==> src/rtl/alu_pkg.sv <==
// Shared definitions for the ALU issue stage.
//  - ALU_OP_* : all 16 ALU select encodings
//  - HOLD_*   : the result-preserving idle instruction (ADD_A with A=0)
//  - alu_instr_t : one queued {sel,a,b} instruction
//  - issue_state_e : action taken by the issue logic at the last edge
package alu_pkg;

  localparam int DATA_W     = 8;
  localparam int SEL_W      = 4;
  localparam int FIFO_DEPTH = 4;

  localparam logic [SEL_W-1:0] ALU_OP_ADD    = 4'b0000;
  localparam logic [SEL_W-1:0] ALU_OP_SUB    = 4'b0001;
  localparam logic [SEL_W-1:0] ALU_OP_MUL    = 4'b0010;
  localparam logic [SEL_W-1:0] ALU_OP_DIV    = 4'b0011;
  localparam logic [SEL_W-1:0] ALU_OP_ADD_A  = 4'b0100;
  localparam logic [SEL_W-1:0] ALU_OP_SUB_A  = 4'b0101;
  localparam logic [SEL_W-1:0] ALU_OP_MAC    = 4'b0110;
  localparam logic [SEL_W-1:0] ALU_OP_AND    = 4'b0111;
  localparam logic [SEL_W-1:0] ALU_OP_OR     = 4'b1000;
  localparam logic [SEL_W-1:0] ALU_OP_XOR    = 4'b1001;
  localparam logic [SEL_W-1:0] ALU_OP_NOT    = 4'b1010;
  localparam logic [SEL_W-1:0] ALU_OP_SHL    = 4'b1011;
  localparam logic [SEL_W-1:0] ALU_OP_SHR    = 4'b1100;
  localparam logic [SEL_W-1:0] ALU_OP_CMP    = 4'b1101;
  localparam logic [SEL_W-1:0] ALU_OP_PASS_A = 4'b1110;
  localparam logic [SEL_W-1:0] ALU_OP_PASS_B = 4'b1111;

  // The ALU executes its select on every edge; accumulating zero keeps
  // the previous result intact while nothing is being issued.
  localparam logic [SEL_W-1:0]  HOLD_SEL = ALU_OP_ADD_A;
  localparam logic [DATA_W-1:0] HOLD_A   = '0;
  localparam logic [DATA_W-1:0] HOLD_B   = '0;

  typedef struct packed {
    logic [SEL_W-1:0]  sel;
    logic [DATA_W-1:0] a;
    logic [DATA_W-1:0] b;
  } alu_instr_t;

  typedef enum logic [1:0] {
    ST_HOLD  = 2'd0,  // nothing issued
    ST_ISSUE = 2'd1,  // head instruction driven to the ALU
    ST_DROP  = 2'd2,  // head was DIV by zero and was discarded
    ST_FLUSH = 2'd3   // queue discarded
  } issue_state_e;

  function automatic logic is_divz(input alu_instr_t instr);
    return (instr.sel == ALU_OP_DIV) && (instr.b == '0);
  endfunction

endpackage

==> src/rtl/sync_fifo.sv <==
// Synchronous FIFO, single clock, no read bypass: a word written at edge N
// is visible on rdata from edge N+1.
// Ports:
//  clk, rst (sync active-high), flush (empties the FIFO)
//  push/wdata : write when push && !full
//  pop/rdata  : rdata is the head; pop advances when !empty
//  full, empty, count (log2(DEPTH)+1 bits)
module sync_fifo #(
  parameter int WIDTH = 8,
  parameter int DEPTH = 4,
  localparam int AW   = $clog2(DEPTH)
) (
  input  logic             clk,
  input  logic             rst,
  input  logic             flush,
  input  logic             push,
  input  logic [WIDTH-1:0] wdata,
  input  logic             pop,
  output logic [WIDTH-1:0] rdata,
  output logic             full,
  output logic             empty,
  output logic [AW:0]      count
);

  localparam logic [AW:0]   CNT_ONE = (AW + 1)'(1);
  localparam logic [AW:0]   CNT_MAX = (AW + 1)'(DEPTH);
  localparam logic [AW-1:0] PTR_ONE = AW'(1);

  logic [WIDTH-1:0] mem_q [DEPTH];
  logic [AW-1:0]    wr_ptr_q, rd_ptr_q;
  logic [AW:0]      count_q;
  logic             do_push, do_pop;

  assign full    = (count_q == CNT_MAX);
  assign empty   = (count_q == '0);
  assign count   = count_q;
  assign rdata   = mem_q[rd_ptr_q];
  assign do_push = push && !full;
  assign do_pop  = pop && !empty;

  // Storage needs no reset: count gates every read that matters.
  always_ff @(posedge clk) begin
    if (do_push) mem_q[wr_ptr_q] <= wdata;
  end

  // Pointers wrap naturally because DEPTH is a power of two.
  always_ff @(posedge clk) begin
    if (rst || flush) begin
      wr_ptr_q <= '0;
      rd_ptr_q <= '0;
      count_q  <= '0;
    end else begin
      if (do_push) wr_ptr_q <= wr_ptr_q + PTR_ONE;
      if (do_pop)  rd_ptr_q <= rd_ptr_q + PTR_ONE;
      if (do_push && !do_pop)      count_q <= count_q + CNT_ONE;
      else if (do_pop && !do_push) count_q <= count_q - CNT_ONE;
    end
  end

endmodule

==> src/rtl/alu_op_issue.sv <==
// Issue stage in front of the 8-bit ALU. Queues {sel,a,b} instructions and
// drives the ALU select/operands one instruction per issue edge; otherwise
// drives the result-preserving HOLD op.
// Ports:
//  clk, rst (sync active-high)
//  in_valid/in_ready/in_sel/in_a/in_b : producer instruction stream
//  stall   : 1 = do not issue at this edge
//  flush   : discard every queued instruction
//  clr_err : clear err_divz (a simultaneous divide-by-zero drop wins)
//  alu_sel/alu_a/alu_b : registered ALU inputs
//  alu_issue : alu_* hold a real instruction this cycle
//  res_valid/res_sel : ALU output holds the result of res_sel this cycle
//  err_divz  : sticky, a DIV with B==0 was dropped
//  issue_cnt : issued-instruction count, wraps
//  dbg_state/dbg_count : action taken at the last edge / FIFO occupancy
//
// Handshake: an instruction transfers at a rising edge where in_valid and
// in_ready are both 1; in_ready does not depend on in_valid. Transfers are
// refused while rst or flush is high.
module alu_op_issue
  import alu_pkg::*;
#(
  parameter int DEPTH = FIFO_DEPTH,
  localparam int CNT_W = $clog2(DEPTH) + 1
) (
  input  logic              clk,
  input  logic              rst,
  input  logic              in_valid,
  output logic              in_ready,
  input  logic [SEL_W-1:0]  in_sel,
  input  logic [DATA_W-1:0] in_a,
  input  logic [DATA_W-1:0] in_b,
  input  logic              stall,
  input  logic              flush,
  input  logic              clr_err,
  output logic [SEL_W-1:0]  alu_sel,
  output logic [DATA_W-1:0] alu_a,
  output logic [DATA_W-1:0] alu_b,
  output logic              alu_issue,
  output logic              res_valid,
  output logic [SEL_W-1:0]  res_sel,
  output logic              err_divz,
  output logic [15:0]       issue_cnt,
  output issue_state_e      dbg_state,
  output logic [CNT_W-1:0]  dbg_count
);

  alu_instr_t        wr_instr, head;
  logic              full, empty, push, pop;
  logic [CNT_W-1:0]  fifo_count;

  issue_state_e      state_q, state_d;
  logic [SEL_W-1:0]  alu_sel_q, alu_sel_d;
  logic [DATA_W-1:0] alu_a_q, alu_a_d;
  logic [DATA_W-1:0] alu_b_q, alu_b_d;
  logic              res_valid_q;
  logic [SEL_W-1:0]  res_sel_q;
  logic              err_q, err_d;
  logic [15:0]       cnt_q, cnt_d;

  assign in_ready = !rst && !full;
  assign push     = in_valid && in_ready && !flush;
  assign wr_instr = '{sel: in_sel, a: in_a, b: in_b};

  sync_fifo #(
    .WIDTH ($bits(alu_instr_t)),
    .DEPTH (DEPTH)
  ) u_fifo (
    .clk   (clk),
    .rst   (rst),
    .flush (flush),
    .push  (push),
    .wdata (wr_instr),
    .pop   (pop),
    .rdata (head),
    .full  (full),
    .empty (empty),
    .count (fifo_count)
  );

  always_comb begin
    state_d   = ST_HOLD;
    alu_sel_d = HOLD_SEL;
    alu_a_d   = HOLD_A;
    alu_b_d   = HOLD_B;
    err_d     = err_q;
    cnt_d     = cnt_q;
    if (flush) begin
      state_d = ST_FLUSH;
    end else if (!empty && !stall) begin
      if (is_divz(head)) begin
        state_d = ST_DROP;
      end else begin
        state_d   = ST_ISSUE;
        alu_sel_d = head.sel;
        alu_a_d   = head.a;
        alu_b_d   = head.b;
        cnt_d     = cnt_q + 16'd1;
      end
    end
    // Setting on a drop takes precedence over clearing.
    if (state_d == ST_DROP) err_d = 1'b1;
    else if (clr_err)       err_d = 1'b0;
  end

  // A dropped DIV still leaves the queue.
  assign pop = (state_d == ST_ISSUE) || (state_d == ST_DROP);

  always_ff @(posedge clk) begin
    if (rst) begin
      state_q     <= ST_HOLD;
      alu_sel_q   <= HOLD_SEL;
      alu_a_q     <= HOLD_A;
      alu_b_q     <= HOLD_B;
      res_valid_q <= 1'b0;
      res_sel_q   <= '0;
      err_q       <= 1'b0;
      cnt_q       <= '0;
    end else begin
      state_q   <= state_d;
      alu_sel_q <= alu_sel_d;
      alu_a_q   <= alu_a_d;
      alu_b_q   <= alu_b_d;
      err_q     <= err_d;
      cnt_q     <= cnt_d;
      // The ALU captures the issued op at the next edge, so the result
      // becomes valid one edge after alu_issue.
      res_valid_q <= (state_q == ST_ISSUE);
      if (state_q == ST_ISSUE) res_sel_q <= alu_sel_q;
    end
  end

  assign alu_sel   = alu_sel_q;
  assign alu_a     = alu_a_q;
  assign alu_b     = alu_b_q;
  assign alu_issue = (state_q == ST_ISSUE);
  assign res_valid = res_valid_q;
  assign res_sel   = res_sel_q;
  assign err_divz  = err_q;
  assign issue_cnt = cnt_q;
  assign dbg_state = state_q;
  assign dbg_count = fifo_count;

endmodule

==> config.mk <==
export PLATFORM = sky130hd
export DESIGN_NAME = alu_op_issue
export DESIGN_NICKNAME = d
export VERILOG_FILES = /design/src/rtl/alu_pkg.sv /design/src/rtl/sync_fifo.sv /design/src/rtl/alu_op_issue.sv
export SDC_FILE = /design/constraint.sdc
export NUM_CORES = 1
export LEC_CHECK = 0
export CORE_MARGIN = 2
export CORE_UTILIZATION = 48
export CTS_CLUSTER_DIAMETER = 40
export DETAILED_ROUTE_END_ITERATION = 6
export HOLD_SLACK_MARGIN = 0.12
export MAX_ROUTING_LAYER = met4
export PLACE_DENSITY = 0.75
export SYNTH_ARGS = -nofsm -noshare
export SYNTH_HDL_FRONTEND = slang
export SYNTH_SLANG_ARGS = --single-unit
export TNS_END_PERCENT = 30
==> constraint.sdc <==
create_clock -name clk -period 3.15 [get_ports clk]
set_input_delay 0.4725 -clock clk [delete_from_list [all_inputs] [get_ports clk]]
set_output_delay 0.4725 -clock clk [all_outputs]
set_load 0.02 [all_outputs]
==> results of run 1 <==
how the worst min path moves through the flow:
stage	cells after the start	start	endpoint	slack, ns
2_1_floorplan	2	u_fifo.wr_ptr_q[1]	u_fifo.wr_ptr_q[1]	0.47
3_3_place_gp	2	issue_cnt[15]	issue_cnt[15]	0.46
3_5_place_dp	2	issue_cnt[15]	issue_cnt[15]	0.48
4_1_cts	2	err_divz	err_divz	0.49
5_1_grt	2	err_divz	err_divz	0.51
6_report	2	res_sel[3]	res_sel[3]	0.49
layer usage:
layer  global-route usage, %  vias up  wire (µm)
met1                    23.6     1555       4270
met3                    4.29       14        600
met2                    32.9      118       5190
met5                       -        -          0
met4                    7.80        0        155
li1                        -     1452          -
per-stage QoR:
step / cell area, µm² / setup TNS [ns] / std cells
after floorplan: 5040 / -0.226 / 331
after global placement: 6040 / -0.0221 / 546
after detailed placement: 6040 / -0.151 / 546
after CTS: 6630 / -0.0346 / 579
after global routing: 6720 / -0.354 / 580
final: 6720 / -0.0478 / 580
state kept, by name, indices dropped and copies added (netlist names), named ones only:
| name | flops |
|---|---|
| u_fifo.mem_q | 80 |
| res_sel | 4 |
| err_divz | 1 |
| u_fifo.rd_ptr_q | 2 |
| res_valid | 1 |
| u_fifo.count | 3 |
| issue_cnt | 16 |
| alu_sel | 4 |
| alu_a | 8 |
| u_fifo.wr_ptr_q | 2 |
| dbg_state | 2 |
| alu_b | 8 |
final cells by class:
type                    instances  share of cell area (%)
repair buffers                 95                    14.0
well taps                     136                    2.53
flip-flops and latches        133                    51.6
clock inverters                13                    1.97
multi-input cells             178                    23.3
inverters                       6                   0.335
clock buffers                  19                    6.27
timing repair:
item	4_1_cts	5_1_grt
resized for setup	6	12
pin swaps	1	1
cloned	0	1
setup buffers	1	0
endpoints found under the hold margin	0	0
hold buffers	0	0
endpoints found under the setup margin	2	3
power by group:
group	internal, mW	switching, mW	total (mW)
clock network	1.12	0.723	1.84
registers	1.87	0.0137	1.88
logic	0.114	0.109	0.224
cells in the final DEF (no fill, tap or decap), types with 9 or more instances in the layout:
cell,count
sky130_fd_sc_hd__clkbuf_16,17
sky130_fd_sc_hd__nand2_1,9
sky130_fd_sc_hd__clkdlybuf4s50_1,74
sky130_fd_sc_hd__nor2_1,20
sky130_fd_sc_hd__dfxtp_1,52
sky130_fd_sc_hd__edfxtp_1,80
sky130_fd_sc_hd__mux4_2,20
sky130_fd_sc_hd__and2_1,24
sky130_fd_sc_hd__a21oi_1,15
sky130_fd_sc_hd__buf_4,17
cell families (layout without fill, tap and decap cells):
family	Yosys count	in the layout	share of synthesized area, %
xor+xnor	5	5	0.870
flops	133	133	68.8
compound gates	31	31	3.43
simple gates	105	105	11.9
mux	29	29	10.8
fa+ha+maj	8	8	2.14
buf+inv	20	133	2.04
Yosys cell counts, types with 7 or more instances:
cell type	n	area, µm²
sky130_fd_sc_hd__dfxtp_1	53	1060
sky130_fd_sc_hd__edfxtp_1	80	2400
sky130_fd_sc_hd__a21oi_1	17	85.1
sky130_fd_sc_hd__mux4_2	20	450
sky130_fd_sc_hd__nor2_1	21	78.8
sky130_fd_sc_hd__or3_1	7	43.8
sky130_fd_sc_hd__nand3_1	8	40.0
sky130_fd_sc_hd__ha_1	7	87.6
sky130_fd_sc_hd__clkbuf_1	8	30.0
sky130_fd_sc_hd__nor2b_1	7	43.8
sky130_fd_sc_hd__and2_1	24	150
sky130_fd_sc_hd__nand2_1	9	33.8
tightest hold or removal path, cell delays in order, from the launching register on:
cell	delay (ns)
sky130_fd_sc_hd__dfxtp_1	0.32
sky130_fd_sc_hd__mux2i_1	0.06
sky130_fd_sc_hd__nor2_1	0.07
==> summary.md, run 1 <==
The flow ran to the end, but the final reports show violations. The final reports fail on negative setup slack. The tools report the final critical-path setup slack as -0.0478 ns. Measured against its own limit, the worst slew margin works out to 64.6%. The multi-input combinational cell area is 1570 µm², and the number of standard cells after synthesis is 331. The type of element launching the critical path is a flip-flop.

The logs give 0.490 ns for the hold slack and 10,200 µm² for the area of the core. Setup repair after global routing could not meet its margin everywhere. In this run the critical register-to-register path is captured at u_fifo.count[2]. Ratio of final minimum period to clock period: 102%.

The run gives 3.65 ns as the data arrival at the endpoint of the critical path. The overall track demand over capacity in global routing was 19.8%. The mean instance size in the synthesized netlist was 15.2 µm². Clock tree synthesis found a total of 133 sinks.

In this run the core area contains 37 standard-cell rows. The netlist area before placement was 5030 µm². The capturing instance or port of the critical path is u_fifo.count[2].

Counting the fill cells in the layout gives 681. The total power per unit cell area is 587 nW/µm², and the count of buffer and inverter cells on the critical path is 4. The largest single stage delay on the critical path is 0.54 ns. For the number of antenna violations at the first check in global routing, the log shows 0. The die span in y came out at 106 µm.

The final number of setup-violating endpoints came out at 1. The logs give 0 for the number of design rule violations left after detail routing and 65.7% for the post-route core utilization. The setup path with the least slack is of type flip-flop to flip-flop. The most used flip-flop cell after synthesis is sky130_fd_sc_hd__edfxtp_1. The number of buffers added on ports works out to 74. The net count of the finished layout is 465.

Clock-pin slew was measured on the worst setup and hold paths at 0.06 ns. The tools report the element type at the critical path end as a flip-flop. Detailed placement finished with a half-perimeter wire length of 6340 µm.

The maximum root-to-sink buffer count is 2. The worst endpoint required time was 3.60 ns; the post-detailed-route count of antenna-violating nets was 0. CTS built an H-tree with a depth of 4.

After synthesis, the netlist uses 36 different library cells. The global-route wire length before repair is 16,400 µm, and the highest attainable clock frequency is 313 MHz. The number of cells on the worst reg-to-reg path is 15.

The peak supply drop was 0.374 mV. The critical-path maximum fanout works out to 7. For the iteration-0 DRC count of the detailed router, the log shows 179. The kind of cell with the highest combined delay along the critical path is simple AND/OR/NAND/NOR gates. Async set-or-reset flop fraction in the synthesized netlist: 0%. Worst-case clock skew: 0.00797 ns. The run gives 3,136 as the number of global-route vias before repair. Of the cells placed in the final design, the portion with a size suffix greater than 1 is 20.3%. The logs give 0 for the total global routing overflow and 0 for the final max-slew violation count.

The number of enable-type register cells in the synthesized netlist is 80. The slowest stage of the critical path is the sky130_fd_sc_hd__mux4_2 cell. Detailed routing inserted a total of 3,139 vias. Class of the tightest hold or removal check: flip-flop to flip-flop.

For the worst-skew pair, the clock arrives at the later sink with an insertion delay of 0.51 ns. For this run, the number of Yosys warnings is 0. In the final layout, flip-flops and latches occupy 3470 µm². Critical path depth in cells: 15. The area growth from synthesis to layout is 33.6%. In the final routed layout, each cell accounts on average for 17.6 µm. The routed via count divided by cell count is 5.41, and the hold violation total from the final report is 0.

For the initial cell density of the core, the log shows 49.2%. Pin placement for this block handled 75 I/O pins. Synthesis inferred 133 register bits. The final layout contains routed wiring with a total length of 10,200 µm.

OpenSTA, run right after detailed placement, puts the worst setup slack at -0.0804 ns. Max-cap violations in this run came to 0. Traced cell by cell, the critical path runs through buf_12 -> mux4_2 -> buf_6 -> nor4b_4 -> and3_4 -> a21o_1 -> ha_1 -> nor2_2 -> inv_1 -> ha_2 -> inv_2 -> fa_2 -> xor2_1 -> or3_1 -> a21oi_2.

Entering global routing, the biggest net connects 30 pins. The number of clock buffers added by TritonCTS is 17. The congestion estimate from routability-driven global placement came to 0.807.

Sequential elements use 68.8% of the synthesized area. The tree is rooted in a sky130_fd_sc_hd__clkbuf_8. The logs give 4 for the length of the first detailed-routing pass in iterations and 11,300 µm² for the die area. TritonCTS built the clock tree.

For this design the static power due to leakage is 2.29 nW. The floorplan step set the die width to 106 µm. Slew at the pin with the worst max-slew slack: 0.530 ns. Counting I/O delays and the setup requirement, the final critical path takes 3.20 ns. The setup slack on the worst flop-to-flop path is -0.05 ns. The repair_antennas step left the layout with diodes totalling 0. Synthesis produced a netlist with a net count of 365.

The completed layout was analyzed and its total power is 3.95 mW.
(Power assumes the default switching activity.)
==> run 2, diff against run 1 <==
Settings changed: RECOVER_POWER set to 25.
==> run 2 against run 1 <==
The run still ends with negative setup slack left. Cell count stayed put. Sequential share of layout area is the same. First-iteration DRC count did not move. Clock skew grew 0.00071 ns. Flip-flop and latch count unchanged.
==> summary.md, run 2 (synthesis results as in run 1) <==
The final HPWL from detailed placement is 6340 µm (unchanged), and the number of design rule violations left after detail routing is 0 (unchanged). For this design, the slowest cell found on the critical path is sky130_fd_sc_hd__mux4_2. The library cell used most frequently in the layout, excluding fill and tap cells, is sky130_fd_sc_hd__edfxtp_1. The startpoint of the tightest hold check path was res_sel[3]. The iteration-0 DRC count of the detailed router is 179 (unchanged), and the number of buffers added on ports is 74 (unchanged).

Overall track demand over capacity in global routing: 19.8% (unchanged). The tools report the count of fill cells added during filler insertion as 681 (unchanged). The width of the chip is 106 µm (unchanged).

The hold slack is 0.489 ns (-0.0000380 ns), and the routed via count divided by cell count is 5.38 (-0.54%). The class of the tightest hold or removal check is flip-flop to flip-flop. For the sum of negative setup slack, the log shows -0.0478 ns (+0.0000535 ns).

The met2 track utilization from global routing was 32.9% (unchanged). The library cells used most frequently in the layout, excluding fill and tap cells, are 80 x sky130_fd_sc_hd__edfxtp_1, 57 x sky130_fd_sc_hd__clkdlybuf4s50_1, 52 x sky130_fd_sc_hd__dfxtp_1. The static power due to leakage came out at 2.29 nW (+0.20%).

The tools report the type of element launching the critical path as a flip-flop. The checks that failed: negative setup slack. The worst endpoint required time was 3.60 ns (about the same). The logs give 3.65 ns (about the same) for the data arrival at the endpoint of the critical path and 580 (unchanged) for the final cell count without fillers. The area growth from synthesis to layout came out at 33.6% (unchanged). The tools report the peak supply drop as 0.371 mV (-0.84%). For the routability congestion estimate, the log shows 0.807 (unchanged). Ratio of final minimum period to clock period: 102% (about the same). The register name with the most flops was u_fifo.mem_q. The routed wirelength normalized by instance count is 17.7 µm (+0.19%). The detailed-route wire length is 10,200 µm (+0.19%), and the met1 demand-to-capacity share in global routing is 23.6% (unchanged).

The critical path is of the flip-flop to flip-flop type. For the H-tree depth, the log shows 4 (unchanged). The worst-case clock skew was 0.00869 ns (+0.000715 ns); the delay of the slowest cell on the worst path was 0.56 ns (+0.02 ns). The minimum clock period was 3.20 ns (-0.0000535 ns); the length of the first detailed-routing pass in iterations was 4 (unchanged). The logs give 3,136 (unchanged) for the number of global-route vias before repair and 0 (unchanged) for the reported max-cap violation count. The slew at the pin with the worst max-slew slack is 0.530 ns (-0.000000179 ns), and the die area is 11,300 µm² (unchanged). The critical-path maximum fanout was 7 (unchanged).

Initial cell density of the core: 49.2% (unchanged). Setup repair after global routing could not meet its margin everywhere. The worst setup path is captured at a flip-flop. The met3 usage in global routing is 4.29% (unchanged). The logs give 2 (unchanged) for the maximum root-to-sink buffer count and 1 (unchanged) for the final number of setup-violating endpoints.

TritonCTS built the clock tree. The final net count was 465 (unchanged). For the area of the core, the log shows 10,200 µm² (unchanged).

The total placed instance area is 6040 µm² (unchanged), and the post-detailed-route count of antenna-violating nets is 0 (unchanged). The tools report the final max-slew violation count as 0 (unchanged). The global-route wire length before repair was 16,400 µm (unchanged); the number of primary I/O pins was 75 (unchanged). The flow ran to the end, but the final reports show violations. The library cell appearing most often on the critical path is sky130_fd_sc_hd__a21oi_2. Flip-flop count of the largest register, all copies and words added: 80 (unchanged). The number of placed cells counting well taps was 546 (unchanged); the worst max-slew margin expressed relative to the limit was 64.6% (unchanged). The clock tree root buffer cell is sky130_fd_sc_hd__clkbuf_8. The number of antenna cells inserted is 0 (unchanged), and the number of hold buffers added after cts is 0 (unchanged).

The post-route core utilization is 65.7% (unchanged), and the fraction of final layout cells sized beyond drive strength 1 is 20.3% (unchanged). The final design instance area without fill came out at 6720 µm² (unchanged). The most used routing layer was met2. The CTS clock-pin slew for the worst setup and hold paths works out to 0.06 ns (about the same). The logs give 1570 µm² (unchanged) for the multi-input combinational cell area and 3,122 (-0.54%) for the total number of vias.

The number of antenna violations at the first check in global routing was 0 (unchanged); the total power per unit cell area was 586 nW/µm² (-0.16%). The logs give 37 (unchanged) for the total number of placement rows and 133 (unchanged) for the total number of clock tree sinks. The hold violation total from the final report was 0 (unchanged); the die span in y was 106 µm (unchanged). The highest attainable clock frequency was 313 MHz (about the same); the worst setup slack after placement was -0.0804 ns (unchanged). The logs give 17 (unchanged) for the number of clock buffers inserted by TritonCTS and 0.51 ns (about the same) for the clock latency on the worst-skew pair. The final critical-path setup slack is -0.0478 ns (+0.0000535 ns), and the post-layout total power is 3.94 mW (-0.16%). The run gives 0 (unchanged) as the total global routing overflow.

The signal on the critical path passes through buf_12 -> mux4_2 -> nor4b_2 -> nand3_2 -> a21oi_2 -> ha_1 -> nor2_2 -> inv_1 -> ha_2 -> inv_2 -> fa_2 -> xor2_1 -> or3_1 -> a21oi_2. The logs give 30 (unchanged) for the largest net degree at the start of global routing and 3470 µm² (unchanged) for the area of all sequential standard cells.
[run 2: cell count changes in the layout (fill, tap and decap cells not counted), sizes merged]
cell / before / now
dlygate4sd3: 0 / 17
clkdlybuf4s50: 74 / 57
[run 2: area by class of cell]
class	count	area share, %
clock buffers	19	6.27
clock inverters	13	1.97
inverters	6	0.335
multi-input cells	178	23.3
flip-flops and latches	133	51.6
well taps	136	2.53
repair buffers	95	14.0
[run 2: path summary, 6_finish.rpt]
path,endpoint,slack [ns],cells after the start
setup / recovery,u_fifo.count[2],-0.05,14
setup reg to reg,u_fifo.count[2],-0.05,14
hold reg to reg,res_sel[3],0.49,2
hold / removal,res_sel[3],0.49,2
[run 2: power breakdown]
part / total, mW / switching [mW] / internal [mW]
Sequential: 1.88 / 0.0137 / 1.87
Clock: 1.84 / 0.720 / 1.12
Combinational: 0.220 / 0.110 / 0.110
Total: 3.94 / 0.844 / 3.10
[run 2: timing repair]
item / CTS / global route
cloned: 0 / 1
pin swaps: 1 / 1
endpoints found under the hold margin: 0 / 0
setup buffers: 1 / 0
resized for setup: 6 / 12
endpoints found under the setup margin: 2 / 3
[run 2: worst max-delay path: cells and delay by family, from the launching register on]
kind                     cells  cell delay, ns
AO/OA/AOI/OAI                2            0.29
XOR/XNOR                     1            0.15
adder cells (fa/ha/maj)      3            0.68
buffers and inverters        3            0.22
flip-flops                   1            0.37
multiplexers                 1            0.56
AND/OR/NAND/NOR              4            0.88
[run 2: routing by layer]
metal  part of all wire (%)  up-vias
li1                       -     1452
met1                     42     1550
met2                     51      105
met3                    5.8       15
met4                    1.6        0
met5                      0        -
==> run 3, diff against run 2 <==
Settings changed: CAP_MARGIN set to 25, REMOVE_ABC_BUFFERS set to 1.
==> run 3 against run 2 <==
The flow still finishes with violations (negative setup slack). First-iteration DRC count shrank 22%. Fmax shrank 5.3%. Critical path type unchanged. Worst hold slack lost 0.0083 ns. Sequential share of layout area shrank 0.97 points.
==> summary.md, run 3 (synthesis results as in run 1) <==
The run finished, with violations left. The checks that failed: negative setup slack. The register name with the most flops was u_fifo.mem_q. The worst endpoint required time was 3.60 ns (about the same); the number of buffers added on ports was 74 (unchanged). The hold slack is 0.481 ns (-0.00829 ns), and the number of hold buffers added after cts is 0 (unchanged). The tools report the overall track demand over capacity in global routing as 21.0% (+1.2 points). The tightest min-delay check is of the flip-flop to flip-flop type. Setup repair after global routing could not meet its margin everywhere. The number of design rule violations left after detail routing came out at 0 (unchanged). The final max-slew violation count was 0 (unchanged).

The minimum clock period came out at 3.38 ns (+0.178 ns). The clock latency on the worst-skew pair is 0.53 ns (+0.02 ns). The worst setup path is launched from a flip-flop.

The number of antenna violations at the first check in global routing is 0 (unchanged), and the largest net degree at the start of global routing is 30 (unchanged). The number of antenna cells inserted was 0 (unchanged). Global-route wire length before repair: 17,100 µm (+4.6%). The tools report the highest attainable clock frequency as 296 MHz (-5.3%).

The number of global-route vias before repair came out at 3,221 (+2.7%). The die area was 11,300 µm² (unchanged). The flip-flop count of the largest register, all copies and words added is 80 (unchanged), and the critical-path maximum fanout is 6 (-1). The number of primary I/O pins came out at 75 (unchanged). The worst setup path is captured at a flip-flop. The run gives 666 (-2.2%) as the count of fill cells added during filler insertion.

Clock tree root buffer cell: sky130_fd_sc_hd__clkbuf_8. The fraction of final layout cells sized beyond drive strength 1 is 22.5% (+2.2 points), and the H-tree depth is 4 (unchanged). The maximum root-to-sink buffer count came out at 2 (unchanged). The routed via count divided by cell count is 5.36 (-0.42%). The run gives 10,200 µm² (unchanged) as the area of the core. Multi-input combinational cell area: 1580 µm² (+0.80%). The final HPWL from detailed placement is 6510 µm (+2.7%).

Most frequent standard cell in the layout excluding fill and tap cells: sky130_fd_sc_hd__edfxtp_1. The width of the chip is 106 µm (unchanged), and the final net count is 474 (+1.9%). The run gives 0 (unchanged) as the total global routing overflow. Area of all sequential standard cells: 3470 µm² (unchanged). The worst-case clock skew is 0.00908 ns (+0.000390 ns). The post-detailed-route count of antenna-violating nets is 0 (unchanged). The count of buffer and inverter cells on the critical path works out to 4 (+1). The tools report the met2 track utilization from global routing as 33.6% (+0.69 points).

By startpoint and endpoint, the worst setup path is classified as flip-flop to flip-flop. In the layout the commonest cells are 80 x sky130_fd_sc_hd__edfxtp_1, 58 x sky130_fd_sc_hd__clkdlybuf4s50_1, 52 x sky130_fd_sc_hd__dfxtp_1. For the sum of negative setup slack, the log shows -0.294 ns (-0.247 ns).

Hold violation total from the final report: 0 (unchanged). The cell with the largest stage delay on the worst path was sky130_fd_sc_hd__mux4_2. The tools report the detailed-route wire length as 10,600 µm (+3.4%). The total number of clock tree sinks was 133 (unchanged).

The data arrival at the endpoint of the critical path was 3.83 ns (+0.18 ns); the number of clock buffers inserted by TritonCTS was 17 (unchanged). The tools report the iteration-0 DRC count of the detailed router as 140 (-22%). The reported max-cap violation count was 0 (unchanged). The run gives 2 (+1) as the final number of setup-violating endpoints.

Relative to the synthesized area, the layout overhead comes to 36.1%. The logs give 5.89% (+1.6 points) for the met3 usage in global routing and 0.346 mV (-6.7%) for the peak supply drop. Length of the first detailed-routing pass in iterations: 4 (unchanged).

TritonCTS built the clock tree. The tools report the initial cell density of the core as 49.2% (unchanged). The most used routing layer is met2.

The slew at the pin with the worst max-slew slack was 0.563 ns (+0.0331 ns); the delay of the slowest cell on the worst path was 0.54 ns (-0.02 ns). The CTS clock-pin slew for the worst setup and hold paths works out to 0.06 ns (about the same). The tools report the total number of vias as 3,157 (+1.1%). The worst max-slew margin expressed relative to the limit was 62.4% (-2.2 points); the routed wirelength normalized by instance count was 18.0 µm (+1.8%). The family with the most delay on the worst path was simple AND/OR/NAND/NOR gates. Walking the worst path, the cells encountered are buf_12 -> mux4_2 -> buf_6 -> nor4b_4 -> nand3_2 -> a21oi_2 -> ha_1 -> nor2_2 -> inv_1 -> ha_2 -> inv_2 -> fa_2 -> xor2_1 -> or3_4 -> a21oi_4. The logs give 2.36 nW (+3.0%) for the static power due to leakage and 0.807 (about the same) for the routability congestion estimate. The die span in y works out to 106 µm (unchanged). For the final critical-path setup slack, the log shows -0.225 ns (-0.178 ns).

For the met1 demand-to-capacity share in global routing, the log shows 25.5% (+1.9 points). The total power per unit cell area was 592 nW/µm² (+0.90%); the ratio of final minimum period to clock period was 107% (+5.6 points). Total number of placement rows: 37 (unchanged).
[run 3: cell types whose count changed in the layout (fill, tap and decap cells not counted), moves of 2 or more]
cell and delta:
sky130_fd_sc_hd__inv_6 +6, sky130_fd_sc_hd__buf_6 +2, sky130_fd_sc_hd__clkinv_2 -3, sky130_fd_sc_hd__clkbuf_1 -2
sky130_fd_sc_hd__buf_4 +6
[run 3: per-layer routing]
metal | wire (µm) | share of wire [%]
met2 | 5410 | 51
met3 | 570 | 5.4
met5 | 0 | 0
met4 | 217 | 2.1
met1 | 4390 | 41
[run 3: power breakdown]
part / switching, mW / total, mW / leakage (nW) / internal [mW]
clock network: 0.790 / 1.94 / 0.283 / 1.15
logic: 0.115 / 0.238 / 0.925 / 0.123
registers: 0.0140 / 1.88 / 1.15 / 1.87
total: 0.919 / 4.06 / 2.36 / 3.14
[run 3: final cells by class]
class,instances,share of cell area [%]
inverter,6,0.329
clock inverter,15,2.43
clock buffer,17,6.04
multi-input combinational,178,23.0
timing repair buffer,104,15.1
tap,136,2.48
sequential,133,50.6
[run 3: tightest hold or removal path: cells and delay by family, from the launching register on]
family	cells	cell delay (ns)
DFF	1	0.32
AOI/OAI and AO/OA	2	0.12
[run 3: final timing paths]
path | start | end | slack (ns) | depth (start not counted)
min | issue_cnt[15] | issue_cnt[15] | 0.48 | 2
min reg2reg | issue_cnt[15] | issue_cnt[15] | 0.48 | 2
max | flip-flop | u_fifo.count[2] | -0.23 | 15
max reg2reg | flip-flop | u_fifo.count[2] | -0.23 | 15
[run 3: through the flow]
stage	setup WS [ns]	utilization (%)	cells	total power [mW]	cell area (µm²)
after global routing	-0.344	67.0	589	4.19	6850
after CTS	-0.167	66.6	589	4.08	6810
after detailed placement	-0.294	59.3	549	2.13	6070
after floorplan	-0.826	-	317	2.01	4950
after global placement	-0.108	59.3	549	2.12	6070
final	-0.225	67.0	589	4.06	6850
[run 3: timing repair]
action                                  in CTS  in global routing
hold endpoints to repair                     0                  0
gates resized for setup                     19                  7
gates cloned                                 1                  0
endpoints found under the setup margin       3                  2
buffers inserted                             7                  0
pin swaps                                    9                  7
